==> src/rtl/usb_tx_scheduler.sv <==
// Transmit sequencer for the shared USB packet encoder: arbitrates ACK/NAK/data
// requests, tracks the DATA0/DATA1 toggle and streams FIFO payload bytes.
module usb_tx_scheduler #(
  parameter int MAX_BYTES      = 64,
  parameter int TIMEOUT_CYCLES = 1024
) (
  input  logic                         clk,
  input  logic                         n_rst,
  input  logic                         req_data,
  input  logic                         req_ack,
  input  logic                         req_nak,
  input  logic                         toggle_clr,
  input  logic [$clog2(MAX_BYTES):0]   fifo_count,
  input  logic [7:0]                   fifo_rdata,
  output logic                         fifo_pop,
  input  logic                         enc_ready,
  output logic                         enc_start,
  output logic [3:0]                   enc_pid,
  output logic                         enc_byte_valid,
  output logic [7:0]                   enc_byte,
  output logic                         enc_byte_last,
  input  logic                         enc_byte_ack,
  input  logic                         enc_eop,
  input  logic                         enc_err,
  output logic                         tx_done,
  output logic                         tx_err,
  output logic                         busy
);
  localparam int CW = $clog2(MAX_BYTES) + 1;
  localparam int TW = $clog2(TIMEOUT_CYCLES);

  localparam logic [3:0] PID_ACK = 4'b0010;
  localparam logic [3:0] PID_NAK = 4'b1010;
  localparam logic [3:0] PID_D0  = 4'b0011;
  localparam logic [3:0] PID_D1  = 4'b1011;

  localparam logic [2:0] S_IDLE     = 3'd0;
  localparam logic [2:0] S_WAIT_ENC = 3'd1;
  localparam logic [2:0] S_START    = 3'd2;
  localparam logic [2:0] S_STREAM   = 3'd3;
  localparam logic [2:0] S_WAIT_EOP = 3'd4;
  localparam logic [2:0] S_DONE     = 3'd5;
  localparam logic [2:0] S_ERR      = 3'd6;

  logic [2:0]    state_q, state_d;
  logic [3:0]    pid_q, pid_d;
  logic          data_q, data_d;
  logic          tog_q, tog_d;
  logic [CW-1:0] rem_q, rem_d;
  logic [TW-1:0] to_q, to_d;
  logic [CW-1:0] len;
  logic          tick, timed_out, active;

  assign len       = (fifo_count > CW'(MAX_BYTES)) ? CW'(MAX_BYTES) : fifo_count;
  assign timed_out = (to_q == TW'(TIMEOUT_CYCLES - 1));
  // States in which the encoder can report a fault for the current request.
  assign active    = (state_q == S_WAIT_ENC) || (state_q == S_START) ||
                     (state_q == S_STREAM)   || (state_q == S_WAIT_EOP);

  always_comb begin
    state_d = state_q;
    pid_d   = pid_q;
    data_d  = data_q;
    tog_d   = tog_q;
    rem_d   = rem_q;
    tick    = 1'b0;
    case (state_q)
      S_IDLE: begin
        if (req_nak) begin
          pid_d = PID_NAK; data_d = 1'b0; state_d = S_WAIT_ENC;
        end else if (req_ack) begin
          pid_d = PID_ACK; data_d = 1'b0; state_d = S_WAIT_ENC;
        end else if (req_data) begin
          pid_d = tog_q ? PID_D1 : PID_D0; data_d = 1'b1; rem_d = len;
          state_d = S_WAIT_ENC;
        end
      end
      S_WAIT_ENC: begin
        if (enc_ready)      state_d = S_START;
        else if (timed_out) state_d = S_ERR;
        else                tick = 1'b1;
      end
      S_START: state_d = (data_q && rem_q != '0) ? S_STREAM : S_WAIT_EOP;
      S_STREAM: begin
        if (enc_byte_ack) begin
          rem_d = rem_q - CW'(1);
          if (rem_q == CW'(1)) state_d = S_WAIT_EOP;
        end else if (timed_out) begin
          state_d = S_ERR;
        end else begin
          tick = 1'b1;
        end
      end
      S_WAIT_EOP: begin
        if (enc_eop)        state_d = S_DONE;
        else if (timed_out) state_d = S_ERR;
        else                tick = 1'b1;
      end
      S_DONE: begin
        state_d = S_IDLE;
        if (data_q) tog_d = ~tog_q;
      end
      default: state_d = S_IDLE;
    endcase
    if (enc_err && active) begin
      state_d = S_ERR;
      rem_d   = rem_q;
      tick    = 1'b0;
    end
    if (toggle_clr) tog_d = 1'b0;
  end

  // Any cycle that is not a stall (state change, byte ack, idle) restarts the timeout.
  assign to_d = tick ? to_q + TW'(1) : '0;

  always_ff @(posedge clk or negedge n_rst) begin
    if (!n_rst) begin
      state_q <= S_IDLE;
      pid_q   <= '0;
      data_q  <= 1'b0;
      tog_q   <= 1'b0;
      rem_q   <= '0;
      to_q    <= '0;
    end else begin
      state_q <= state_d;
      pid_q   <= pid_d;
      data_q  <= data_d;
      tog_q   <= tog_d;
      rem_q   <= rem_d;
      to_q    <= to_d;
    end
  end

  assign busy           = (state_q != S_IDLE);
  assign enc_start      = (state_q == S_START);
  assign enc_pid        = pid_q;
  assign enc_byte_valid = (state_q == S_STREAM);
  assign enc_byte       = enc_byte_valid ? fifo_rdata : 8'h00;
  assign enc_byte_last  = enc_byte_valid && (rem_q == CW'(1));
  assign fifo_pop       = enc_byte_valid && enc_byte_ack && !enc_err;
  assign tx_done        = (state_q == S_DONE);
  assign tx_err         = (state_q == S_ERR);
endmodule

==> config.mk <==
export PLATFORM = sky130hd
export DESIGN_NAME = usb_tx_scheduler
export DESIGN_NICKNAME = d
export VERILOG_FILES = /design/src/rtl/usb_tx_scheduler.sv
export SDC_FILE = /design/constraint.sdc
export NUM_CORES = 1
export LEC_CHECK = 0
export ABC_AREA = 0
export CAP_MARGIN = 20
export CORE_ASPECT_RATIO = 0.6
export CORE_MARGIN = 4
export CORE_UTILIZATION = 43
export DETAILED_ROUTE_END_ITERATION = 8
export GPL_TIMING_DRIVEN = 0
export MAX_ROUTING_LAYER = met4
export PLACE_DENSITY = 0.75
export SLEW_MARGIN = 20
export SYNTH_ARGS = -nofsm -noshare
export SYNTH_HDL_FRONTEND = slang
export SYNTH_SLANG_ARGS = --single-unit
==> constraint.sdc <==
create_clock -name clk -period 1.8 [get_ports clk]
set_clock_uncertainty 0.05 [all_clocks]
set_input_delay 0.36 -clock clk [delete_from_list [all_inputs] [get_ports clk]]
set_output_delay 0.36 -clock clk [all_outputs]
set_load 0.02 [all_outputs]
==> summary.txt, run 1 <==
Status
  – Result of the run: finished, violations left
  – Violated checks: setup timing

Logic synthesis
  – Post-Synthesis Mean Instance Area: about 8.9 µm²
  – Top cells by instance count after synthesis: nor2_1, dfrtp_1, and2_1, inv_1, nor3_1
  – EDFF count, synth: 0
  – Sequential element share of the synthesized area: roughly 37%
  – Main synth FF type: dfrtp_1
  – Cell types with the largest area share after synthesis: dfrtp_1, nor2_1, xor2_1
  – Net Count, Synth: 212
  – Async set or reset register ratio after synthesis: 100.0%
  – Fraction of post-synthesis cell area in the top cell type by area: 36.92%
  – Cell taking the most area after synthesis: dfrtp_1
  – Netlist area before placement: between 1500 and 2000 µm²
  – Post-synthesis cell count: about 180
  – #FFs+latches synth: 24
  – Cell with the most instances after synthesis: nor2_1
  – Count of synthesis-stage warnings from yosys: 0
  – Number of distinct library cells after synthesis: 55

Detailed routing
  – DR iter-0 viols: 125
  – Vias after detailed routing: 1698
  – WL per Instance: 17.72 µm
  – WL final: about 5.2 mm
  – Drt pass-1 iters: 4
  – Final antenna-violating net count: 0
  – Vias per std cell: 5.736
  – # DRC: 0

Power
  – Switch share: 41.97%
  – Static Leakage: 0.001108 µW
  – Maximum vdd drop: about 0.00076 V
  – Part of the total power dissipated in the clock network: about an eighth
  – Total power draw: 3194 µW
  – Power density over cell area: 1294 nW/µm²
  – Cell internal power dissipation: 1854 µW
  – Share of power burned in combinational logic: 59.9%
  – Proportion of power drawn by flip-flops and latches: 28.1%
  – Switching Power: ~1300 µW

Critical path
  – Most Frequent Cell on Critical Path: buf_6
  – Launching element type of the critical path: flop
  – Slowest Stage Delay on Critical Path: 490 ps
  – Endpoint kind of the worst setup timing path: output port
  – Cell Chain, Critical Path: buf_6 > nand3b_4 > inv_8 > and4_4 > buf_6
  – Crit path kind: reg2out
  – Critical Path AT: 1480 ps
  – Data required, critical path: 1390 ps
  – Slowest stage cell on the critical path: dfrtp_2
  – Largest fanout on the critical path: 8

Global route
  – Wire length of the first global-routing pass: 7.914 mm
  – Number of global-route vias before repair: 1566
  – Largest net degree at the start of global routing: 25
  – Overall overflow remaining after global route: 0
  – Overall Global Routing Usage: 20.98%
  – Number of antenna violations at the first check in global routing: 0

CTS
  – Number of buffers on the longest clock path: 2
  – Clock root buffer master: clkbuf_8
  – CTS H-tree depth: 1
  – TritonCTS buffer count: 3
  – TritonCTS Sinks: 24
  – TritonCTS clock tree: yes
  – Clock-pin transition on the worst setup and hold timing paths: 100 ps
  – Clock latency of the later-clocked register in the worst-skew pair: roughly 280 ps

Die
  – Width of the die: ~87 µm
  – Starting density of the core: between 40 and 50%
  – Area of the die: 4863 µm²
  – Area of the core: 3443 µm²
  – Placement Rows: 16
  – Number of placed I/O pins: 44
  – Y dimension of the die: 55.64 µm

STA
  – Worst setup margin: -94.16 ps
  – Unrepaired setup endpoints after global routing: yes
  – Post-route fraction of the period consumed by the critical path: 105.2%
  – Minimum clock period after layout: ~1900 ps
  – Relative slew margins: ~61%
  – Final setup violation count: 14
  – Achievable frequency: 0.5279 GHz
  – Worst hold slack: 18.37 ps
  – Slew at the pin closest to its max-slew limit: ~580 ps
  – Count of pins over their slew limit: 0
  – Final hold violations: 0

Layout
  – Number of antenna cells inserted: 0
  – Area grow syn2layout: 51.77%
  – Net count of the finished layout: between 200 and 300
  – Share of layout cells above drive strength 1: 31.87%

Job
  – Number of max-capacitance violations reported: 0

Place
  – Routability Congestion: slightly below 0.9
  – Half-perimeter wire length of the detailed placement result: 3.462 mm
  – Port bufs: 42

Worst hold path
  – Tightest Hold Check Type: in2async
-- critical path: cells and delay by family, from the launching register on --
family                 cells  cell delay (ps)
buffers and inverters      3              370
DFF                        1              490
and+or+nand+nor            2              340
-- cell type report --
type / count / area [µm²]
multi-input combinational: 140 / 1037
sequential: 24 / 606.8
timing repair inverter: 1 / 6.256
buffer: 6 / 67.56
clock buffer: 4 / 55.05
fill: 248 / 974.7
inverter: 11 / 48.80
tap: 45 / 56.30
timing repair buffer: 65 / 590.6
-- repair_timing --
action | in CTS | in global routing
pin swaps | 10 | 7
endpoints found under the setup margin | 36 | 32
buffers inserted | 15 | 8
gates cloned | 1 | 0
resized for setup | 106 | 12
hold buffers | 0 | 0
-- metal layers --
| metal | share of wire [%] | routed length [µm] | global-route usage, % | vias to the layer above |
|---|---|---|---|---|
| li1 | - | - | - | 800 |
| met1 | 45 | 2351 | 28.77 | 832 |
| met2 | 48 | 2515 | 32.73 | 57 |
| met3 | 6.3 | 330 | 4.586 | 9 |
| met4 | 0.88 | 46 | 2.626 | 0 |
| met5 | 0 | 0 | - | - |
-- cells in the final DEF (no fill, tap or decap), types with 3 or more instances in the layout --
| master | Yosys | routed |
|---|---|---|
| nand2b_1 | 3 | 3 |
| nand2_1 | 5 | 5 |
| a31oi_1 | 4 | 3 |
| dfrtp_2 | 0 | 5 |
| o22ai_1 | 4 | 4 |
| nand3_1 | 4 | 4 |
| xor2_1 | 8 | 8 |
| inv_1 | 9 | 9 |
| buf_2 | 4 | 4 |
| o22a_1 | 3 | 3 |
| ha_1 | 4 | 4 |
| buf_6 | 1 | 14 |
| nor2_1 | 25 | 24 |
| dfrtp_1 | 24 | 19 |
| o21ai_0 | 5 | 5 |
| buf_4 | 2 | 24 |
| clkbuf_8 | 0 | 4 |
| and2_1 | 9 | 5 |
| a21oi_1 | 8 | 6 |
| and2_4 | 0 | 4 |
| nand3b_1 | 3 | 3 |
| nor3_1 | 9 | 9 |
| clkdlybuf4s50_1 | 0 | 25 |
-- final timing paths --
| kind | cells after the start | to | slack (ps) | start |
|---|---|---|---|---|
| max reg2reg | 6 | rem_q[0] | -30 | state_q[0] |
| min in group clk | 1 | to_q[0] | 440 | to_q[0] |
| min | 1 | tog_q | 20 | n_rst |
| min reg2reg | 1 | to_q[0] | 440 | to_q[0] |
| max in group asynchronous | 1 | rem_q[5] | 1250 | n_rst |
| max | 5 | enc_byte_last | -90 | state_q[1] |
-- flip-flops by register name, indices dropped and copies added (netlist names) --
| name | count |
|---|---|
| enc_pid | 3 |
| tog_q | 1 |
| state_q | 3 |
| to_q | 10 |
| rem_q | 7 |
-- kinds of logic after synthesis --
family	count (synthesis)	synth area share [%]
mux	2	1.308
simple gates	83	29.92
other cells	1	0.2305
buf+inv	19	5.615
xor+xnor	9	4.846
flops	24	36.92
compound gates	41	18.08
fa+ha+maj	4	3.077
-- stage by stage --
| stage | setup WS, ps | area, µm² | setup TNS (ps) | instances | util, % |
|---|---|---|---|---|---|
| 6_report | -94.16 | 2469 | -557.7 | 296 | 71.69 |
| 5_1_grt | -136.7 | 2469 | -1427 | 296 | 71.69 |
| 4_1_cts | -104.3 | 2375 | -638.8 | 288 | 68.97 |
| 3_5_place_dp | -709.6 | 2123 | -11670 | 270 | 61.66 |
| 3_3_place_gp | -646.9 | 2123 | -9712 | 270 | 61.66 |
| 2_1_floorplan | 10.35 | 1647 | 0 | 183 | - |
-- power groups by stage --
stage	combinational [µW]	sequential [µW]	clock (µW)
2_1_floorplan	953	834	0
3_3_place_gp	1340	861	0
3_5_place_dp	1380	870	0
4_1_cts	1710	871	388
5_1_grt	2060	914	408
6_report	1910	898	384
(Power assumes the default switching activity.)
==> run 2, diff against run 1 <==
--- a/config.mk
+++ b/config.mk
@@ -12,9 +12,7 @@
 export CORE_UTILIZATION = 43
 export DETAILED_ROUTE_END_ITERATION = 8
 export GPL_TIMING_DRIVEN = 0
-export MAX_ROUTING_LAYER = met4
 export PLACE_DENSITY = 0.75
-export SLEW_MARGIN = 20
 export SYNTH_ARGS = -nofsm -noshare
 export SYNTH_HDL_FRONTEND = slang
 export SYNTH_SLANG_ARGS = --single-unit
==> run 2 against run 1 <==
The flow still finishes with violations (setup timing). Non-clock buffer count rose by 3. Sequential cell count did not move. First-iteration DRC count fell by 14%. Register-to-register slack got worse by 40 ps. Setup slack got worse by 14 ps. Power rose by 2.9%. Via count rose by 2.2%. Clock-buffer cell count fell by 1. Critical path depth fell by 2. Sequential share of layout area fell by 0.71 points. Combinational power rose by 8%.
==> summary.txt, run 2 (synthesized netlist as in run 1, its figures left out) <==
Status
  – Result of the run: finished, violations left (unchanged)
  – Violated checks: setup timing (unchanged)

Detailed routing
  – # DRC: 0 (unchanged)
  – Drt pass-1 iters: 4 (unchanged)
  – WL per Instance: 18.07 µm (was 17.72 µm)
  – Final antenna-violating net count: 0 (unchanged)
  – WL final: 5.386 mm (was 5.245 mm)
  – Vias per std cell: 5.822 (was 5.736)
  – Vias after detailed routing: 1735 (was 1698)
  – DR iter-0 viols: 107 (was 125)

Die
  – Area of the core: 3443 µm² (unchanged)
  – Y dimension of the die: 55.64 µm (unchanged)
  – Area of the die: 4863 µm² (unchanged)
  – Placement Rows: 16 (unchanged)
  – Starting density of the core: 47.24% (unchanged)
  – Width of the die: 87.40 µm (unchanged)
  – Number of placed I/O pins: 44 (unchanged)

Global route
  – Largest net degree at the start of global routing: 15 (was 25)
  – Wire length of the first global-routing pass: 8.004 mm (was 7.914 mm)
  – Number of antenna violations at the first check in global routing: 0 (unchanged)
  – Overall Global Routing Usage: 20.84% (was 20.98%)
  – Number of global-route vias before repair: 1611 (was 1566)
  – Overall overflow remaining after global route: 0 (unchanged)

Place
  – Routability Congestion: 0.9201 (was 0.8951)
  – Port bufs: 42 (unchanged)
  – Setup WS pre-CTS: -730.8 ps (was -709.6 ps)
  – Half-perimeter wire length of the detailed placement result: 3.520 mm (was 3.462 mm)
  – Post-placement cell count: 271 (was 270)

Critical path
  – Data required, critical path: 1390 ps (about the same)
  – RR Startpoint: state_q[2] (was state_q[0])
  – Slowest Stage Delay on Critical Path: 440 ps (was 490 ps)
  – End point of the critical path: enc_byte_last (unchanged)
  – Cells on worst reg2reg path: 7 (was 6)
  – Crit path kind: reg2out (unchanged)
  – Reg-to-reg slack, setup: -70 ps (was -30 ps)
  – Worst path buffer plus inverter count: 1 (was 3)
  – Logic depth of the worst path, buffers included: 3 (was 5)
  – Slowest stage cell on the critical path: dfrtp_2 (unchanged)
  – Largest fanout on the critical path: 3 (was 8)
  – Critical Path Start: rem_q[3] (was state_q[1])
  – Critical Path AT: 1500 ps (was 1480 ps)
  – Crit-path leading delay family: simple AND/OR/NAND/NOR gates (was flip-flops)
  – Launching element type of the critical path: flop (unchanged)
  – End of the worst register-to-register path: rem_q[0] (unchanged)
  – Endpoint kind of the worst setup timing path: output port (unchanged)
  – Cell Chain, Critical Path: nor4_4 > and4_4 > buf_6 (was buf_6 > nand3b_4 > inv_8 > and4_4 > buf_6)

Worst hold path
  – Tightest Hold Check Type: reg2reg (was in2async)
  – Cells on Worst Hold Path: 1

CTS
  – Clock latency of the later-clocked register in the worst-skew pair: 280 ps (about the same)
  – TritonCTS Sinks: 24 (unchanged)
  – Number of buffers on the longest clock path: 2 (unchanged)
  – TritonCTS buffer count: 3 (unchanged)
  – TritonCTS clock tree: yes (unchanged)
  – Clock-pin transition on the worst setup and hold timing paths: 90 ps (was 100 ps)
  – Clock root buffer master: clkbuf_8 (unchanged)
  – CTS H-tree depth: 1 (unchanged)
  – Post-cts hold buffer count: 0 (unchanged)

STA
  – Worst setup margin: -107.9 ps (was -94.16 ps)
  – Relative slew margins: 48.10% (was 61.16%)
  – Count of pins over their slew limit: 0 (unchanged)
  – Minimum clock period after layout: 1908 ps (was 1894 ps)
  – Final sum of negative setup slack: -574.2 ps (was -557.7 ps)
  – Post-route fraction of the period consumed by the critical path: 106.0% (was 105.2%)
  – Unrepaired setup endpoints after global routing: yes (unchanged)
  – Final setup violation count: 12 (was 14)
  – Final hold violations: 0 (unchanged)
  – Slew at the pin closest to its max-slew limit: 776.1 ps (was 582.6 ps)
  – Achievable frequency: 0.5241 GHz (was 0.5279 GHz)

Layout
  – Share of layout cells above drive strength 1: 35.97% (was 31.87%)
  – Area grow syn2layout: 56.62% (was 51.77%)
  – Top Registers: to_q (10), rem_q (7) (unchanged)
  – Biggest register: to_q (unchanged)
  – Commonest cells after routing, fill and taps aside: buf_4, clkdlybuf4s50_1, nor2_1 (was clkdlybuf4s50_1, nor2_1, buf_4)
  – Number of flip-flops under the largest register name: 10 (unchanged)
  – Number of cells in the finished layout apart from fillers: 298 (was 296)
  – Most frequent standard cell in the layout excluding fill and tap cells: buf_4 (was clkdlybuf4s50_1)
  – Net count of the finished layout: 284 (was 281)
  – Number of antenna cells inserted: 0 (unchanged)

Power
  – Static Leakage: 0.001146 µW (was 0.001108 µW)
  – Power density over cell area: 1290 nW/µm² (was 1294 nW/µm²)
  – Maximum vdd drop: 0.0008143 V (was 0.0007591 V)

Job
  – Number of max-capacitance violations reported: 0 (unchanged)
==> run 2: where the power goes <==
group	internal (µW)	switching [µW]	total (µW)
clock	151	188	338
sequential	686	190	876
combinational	1040	1030	2070
==> run 2: worst min-delay path by stage <==
stage | from | to | slack (ps)
2_1_floorplan | n_rst | enc_pid[0] | 10
3_3_place_gp | enc_pid[1] | enc_pid[1] | 410
3_5_place_dp | enc_pid[1] | enc_pid[1] | 420
4_1_cts | enc_pid[1] | enc_pid[1] | 440
5_1_grt | to_q[0] | to_q[0] | 480
6_report | enc_pid[1] | enc_pid[1] | 450
==> run 2: metrics by stage <==
stage / hold WS (ps) / util [%] / total power, µW / instance area (µm²)
3_3_place_gp: 412.2 / 61.66 / 2193 / 2123
4_1_cts: 441.7 / 70.13 / 2972 / 2415
6_report: 445.6 / 73.98 / 3287 / 2547
2_1_floorplan: 14.41 / - / 1787 / 1647
3_5_place_dp: 417.3 / 62.10 / 2250 / 2138
5_1_grt: 476.1 / 73.98 / 3485 / 2547
==> run 2: area by class of cell <==
class,count,area (µm²)
flip-flops and latches,24,608.1
multi-input cells,140,1099
repair inverters,1,6.256
well taps,45,56.30
repair buffers,68,631.9
plain buffers,6,56.30
fillers,256,895.9
clock buffers,3,41.29
inverters,11,48.80
==> run 2: per-layer routing <==
layer | GRT usage (%) | routed length [µm] | share of wire (%) | vias to the layer above
met4 | 4.595 | 54 | 1.0 | 0
met2 | 32.94 | 2577 | 48 | 64
met5 | 0 | 0 | 0 | -
met1 | 28.86 | 2395 | 44 | 858
met3 | 4.882 | 359 | 6.7 | 6
li1 | - | - | - | 807
==> run 2: timing repair <==
| item | in CTS | in global routing |
|---|---|---|
| hold endpoints to repair | 0 | 0 |
| setup buffers | 18 | 8 |
| resized for setup | 106 | 28 |
| cloned | 1 | 0 |
| pin swaps | 15 | 12 |
| setup endpoints to repair | 36 | 32 |
==> run 2: worst reg2reg max path, delay by kind of cell (launching register included) <==
family	cells	cell delay, ps
simple gates	3	840
flops	1	450
buf+inv	3	330
compound gates	1	110
==> run 3, diff against run 2 <==
--- a/config.mk
+++ b/config.mk
@@ -12,7 +12,7 @@
 export CORE_UTILIZATION = 43
 export DETAILED_ROUTE_END_ITERATION = 8
 export GPL_TIMING_DRIVEN = 0
-export PLACE_DENSITY = 0.75
+export PLACE_DENSITY_LB_ADDON = 0.05
 export SYNTH_ARGS = -nofsm -noshare
 export SYNTH_HDL_FRONTEND = slang
 export SYNTH_SLANG_ARGS = --single-unit
==> run 3 against run 2 <==
The run still ends with setup timing left. Global-route usage is 0.66 points higher. Clock-buffer cell count is 1 higher. Combinational power is 2% lower. Critical endpoint unchanged. Largest cell class unchanged.
==> summary.txt, run 3 (synthesized netlist as in run 1, its figures left out) <==
Critical path
  – Endpoint kind of the worst setup timing path: output port (unchanged)
  – Cell Chain, Critical Path: nor4_4 > and4_4 > buf_6 (unchanged)
  – Crit path kind: reg2out (unchanged)
  – Slowest stage cell on the critical path: dfrtp_2 (unchanged)
  – Launching element type of the critical path: flop (unchanged)
  – Largest fanout on the critical path: 3 (unchanged)
  – Slowest Stage Delay on Critical Path: 460 ps (was 440 ps)
  – Crit-path leading delay family: simple AND/OR/NAND/NOR gates (unchanged)
  – Critical Path AT: 1530 ps (was 1500 ps)
  – Data required, critical path: 1390 ps (about the same)
  – Worst path buffer plus inverter count: 1 (unchanged)

Layout
  – Top Registers: to_q (10), rem_q (7) (unchanged)
  – Biggest register: to_q (unchanged)
  – Number of cells in the finished layout apart from fillers: 298 (unchanged)
  – Fillers: 235 (was 256)
  – Area grow syn2layout: 57.77% (was 56.62%)
  – Number of flip-flops under the largest register name: 10 (unchanged)
  – Number of antenna cells inserted: 0 (unchanged)
  – Net count of the finished layout: 283 (was 284)
  – Share of layout cells above drive strength 1: 36.36% (was 35.97%)
  – Commonest cells after routing, fill and taps aside: clkdlybuf4s50_1, nor2_1, buf_4 (was buf_4, clkdlybuf4s50_1, nor2_1)
  – Most frequent standard cell in the layout excluding fill and tap cells: clkdlybuf4s50_1 (was buf_4)
  – Post-route standard cell area excluding fillers: 2566 µm² (was 2547 µm²)

Place
  – Setup WS pre-CTS: -716.4 ps (was -730.8 ps)
  – Port bufs: 42 (unchanged)
  – Post-placement cell count: 271 (unchanged)
  – Routability Congestion: 0.9338 (was 0.9201)
  – Half-perimeter wire length of the detailed placement result: 3.533 mm (was 3.520 mm)
  – Cell Area, Placed: 2151 µm² (was 2138 µm²)

STA
  – Achievable frequency: 0.5159 GHz (was 0.5241 GHz)
  – Slew at the pin closest to its max-slew limit: 532.4 ps (was 776.1 ps)
  – Worst hold slack: 366.6 ps (was 445.6 ps)
  – Minimum clock period after layout: 1939 ps (was 1908 ps)
  – Count of pins over their slew limit: 0 (unchanged)
  – Unrepaired setup endpoints after global routing: yes (unchanged)
  – Final setup violation count: 15 (was 12)
  – Relative slew margins: 64.23% (was 48.10%)
  – Final hold violations: 0 (unchanged)
  – Worst setup margin: -138.5 ps (was -107.9 ps)
  – Post-route fraction of the period consumed by the critical path: 107.7% (was 106.0%)

Detailed routing
  – # DRC: 0 (unchanged)
  – Vias after detailed routing: 1753 (was 1735)
  – Final antenna-violating net count: 0 (unchanged)
  – DR iter-0 viols: 153 (was 107)
  – Drt pass-1 iters: 4 (unchanged)
  – WL final: 5.403 mm (was 5.386 mm)
  – Vias per std cell: 5.883 (was 5.822)
  – WL per Instance: 18.13 µm (was 18.07 µm)

CTS
  – TritonCTS clock tree: yes (unchanged)
  – Post-cts hold buffer count: 0 (unchanged)
  – TritonCTS Sinks: 24 (unchanged)
  – Number of buffers on the longest clock path: 2 (unchanged)
  – TritonCTS buffer count: 3 (unchanged)
  – Clock latency of the later-clocked register in the worst-skew pair: 280 ps (about the same)
  – Clock root buffer master: clkbuf_8 (unchanged)
  – CTS H-tree depth: 1 (unchanged)
  – Clock-pin transition on the worst setup and hold timing paths: 90 ps (about the same)

Global route
  – Number of global-route vias before repair: 1723 (was 1611)
  – Largest net degree at the start of global routing: 17 (was 15)
  – Overall Global Routing Usage: 21.50% (was 20.84%)
  – Overall overflow remaining after global route: 0 (unchanged)
  – Number of antenna violations at the first check in global routing: 0 (unchanged)
  – Wire length of the first global-routing pass: 8.252 mm (was 8.004 mm)

Die
  – Placement Rows: 16 (unchanged)
  – Area of the die: 4863 µm² (unchanged)
  – Starting density of the core: 47.24% (unchanged)
  – Y dimension of the die: 55.64 µm (unchanged)
  – Area of the core: 3443 µm² (unchanged)
  – Width of the die: 87.40 µm (unchanged)
  – Number of placed I/O pins: 44 (unchanged)

Power
  – Share of power burned in combinational logic: 60.9% (was 63.1%)
  – Switching Power: 1428 µW (was 1406 µW)
  – Proportion of power drawn by flip-flops and latches: 27.3% (was 26.6%)
  – Cell internal power dissipation: 1912 µW (was 1881 µW)
  – Static Leakage: 0.001145 µW (was 0.001146 µW)
  – Power density over cell area: 1302 nW/µm² (was 1290 nW/µm²)
  – Maximum vdd drop: 0.0006563 V (was 0.0008143 V)
  – Switch share: 42.75% (was 42.77%)
  – Part of the total power dissipated in the clock network: 11.8% (was 10.3%)

Status
  – Result of the run: finished, violations left (unchanged)
  – Violated checks: setup timing (unchanged)

Job
  – Number of max-capacitance violations reported: 0 (unchanged)

Worst hold path
  – Tightest Hold Check Type: in2async (was reg2reg)
run 3: changes by cell type in the layout (fill, tap and decap cells not counted), moves of 2 or more:
| cell | before | now |
|---|---|---|
| and2_1 | 4 | 1 |
| and2_4 | 5 | 8 |
| buf_4 | 26 | 23 |
| buf_6 | 15 | 18 |
| clkdlybuf4s50_1 | 24 | 26 |
| dlymetal6s2s_1 | 2 | 0 |
run 3: power by group through the flow:
stage,clock (µW),combinational [µW],sequential [µW]
floorplan,0,953,834
global placement,0,1340,873
detailed placement,0,1390,881
CTS,395,1750,887
global route,413,2180,918
finish,393,2030,912
run 3: cell type report:
type	count	area (µm²)	share of cell area [%]
multi-input cells	140	1090	42.47
repair buffers	67	638.1	24.87
flip-flops and latches	24	608.1	23.70
plain buffers	6	63.81	2.487
well taps	45	56.30	2.194
clock buffers	4	55.05	2.145
inverters	11	48.80	1.902
repair inverters	1	6.256	0.2438
run 3: worst paths after layout:
| kind | from | endpoint | slack [ps] | cells after the start |
|---|---|---|---|---|
| max in group asynchronous | n_rst | rem_q[3] | 850 | 2 |
| max reg2reg | rem_q[3] | state_q[2] | -80 | 4 |
| max | rem_q[3] | enc_byte_last | -140 | 3 |
| min | n_rst | to_q[1] | 370 | 1 |
| min reg2reg | to_q[0] | to_q[0] | 440 | 1 |
| min in group clk | to_q[0] | to_q[0] | 440 | 1 |
run 3: layer usage:
metal	vias up	wire [µm]	GRT usage [%]
met5	-	0	0
met2	110	2318	31.22
li1	806	-	-
met4	0	99	6.127
met1	823	2371	30.60
met3	14	613	6.509
run 3: what timing repair did:
action / 4_1_cts / 5_1_grt
gates resized for setup: 108 / 27
buffers inserted: 19 / 5
endpoints found under the setup margin: 35 / 34
pin swaps: 15 / 14
gates cloned: 1 / 0
run 3: metrics by stage:
step / setup TNS (ps) / power, µW / utilization, %
global route: -1499 / 3510 / 74.53
CTS: -518.9 / 3034 / 70.93
finish: -754.4 / 3340 / 74.53
detailed placement: -11330 / 2269 / 62.46
global placement: -10400 / 2209 / 61.66
floorplan: 0 / 1787 / -
run 3: worst register-to-register path: stages (launching register included):
cell and delay, ps:
dfrtp_2 460, nor4_4 390, a31oi_2 200, a21oi_1 310, mux2_2 370
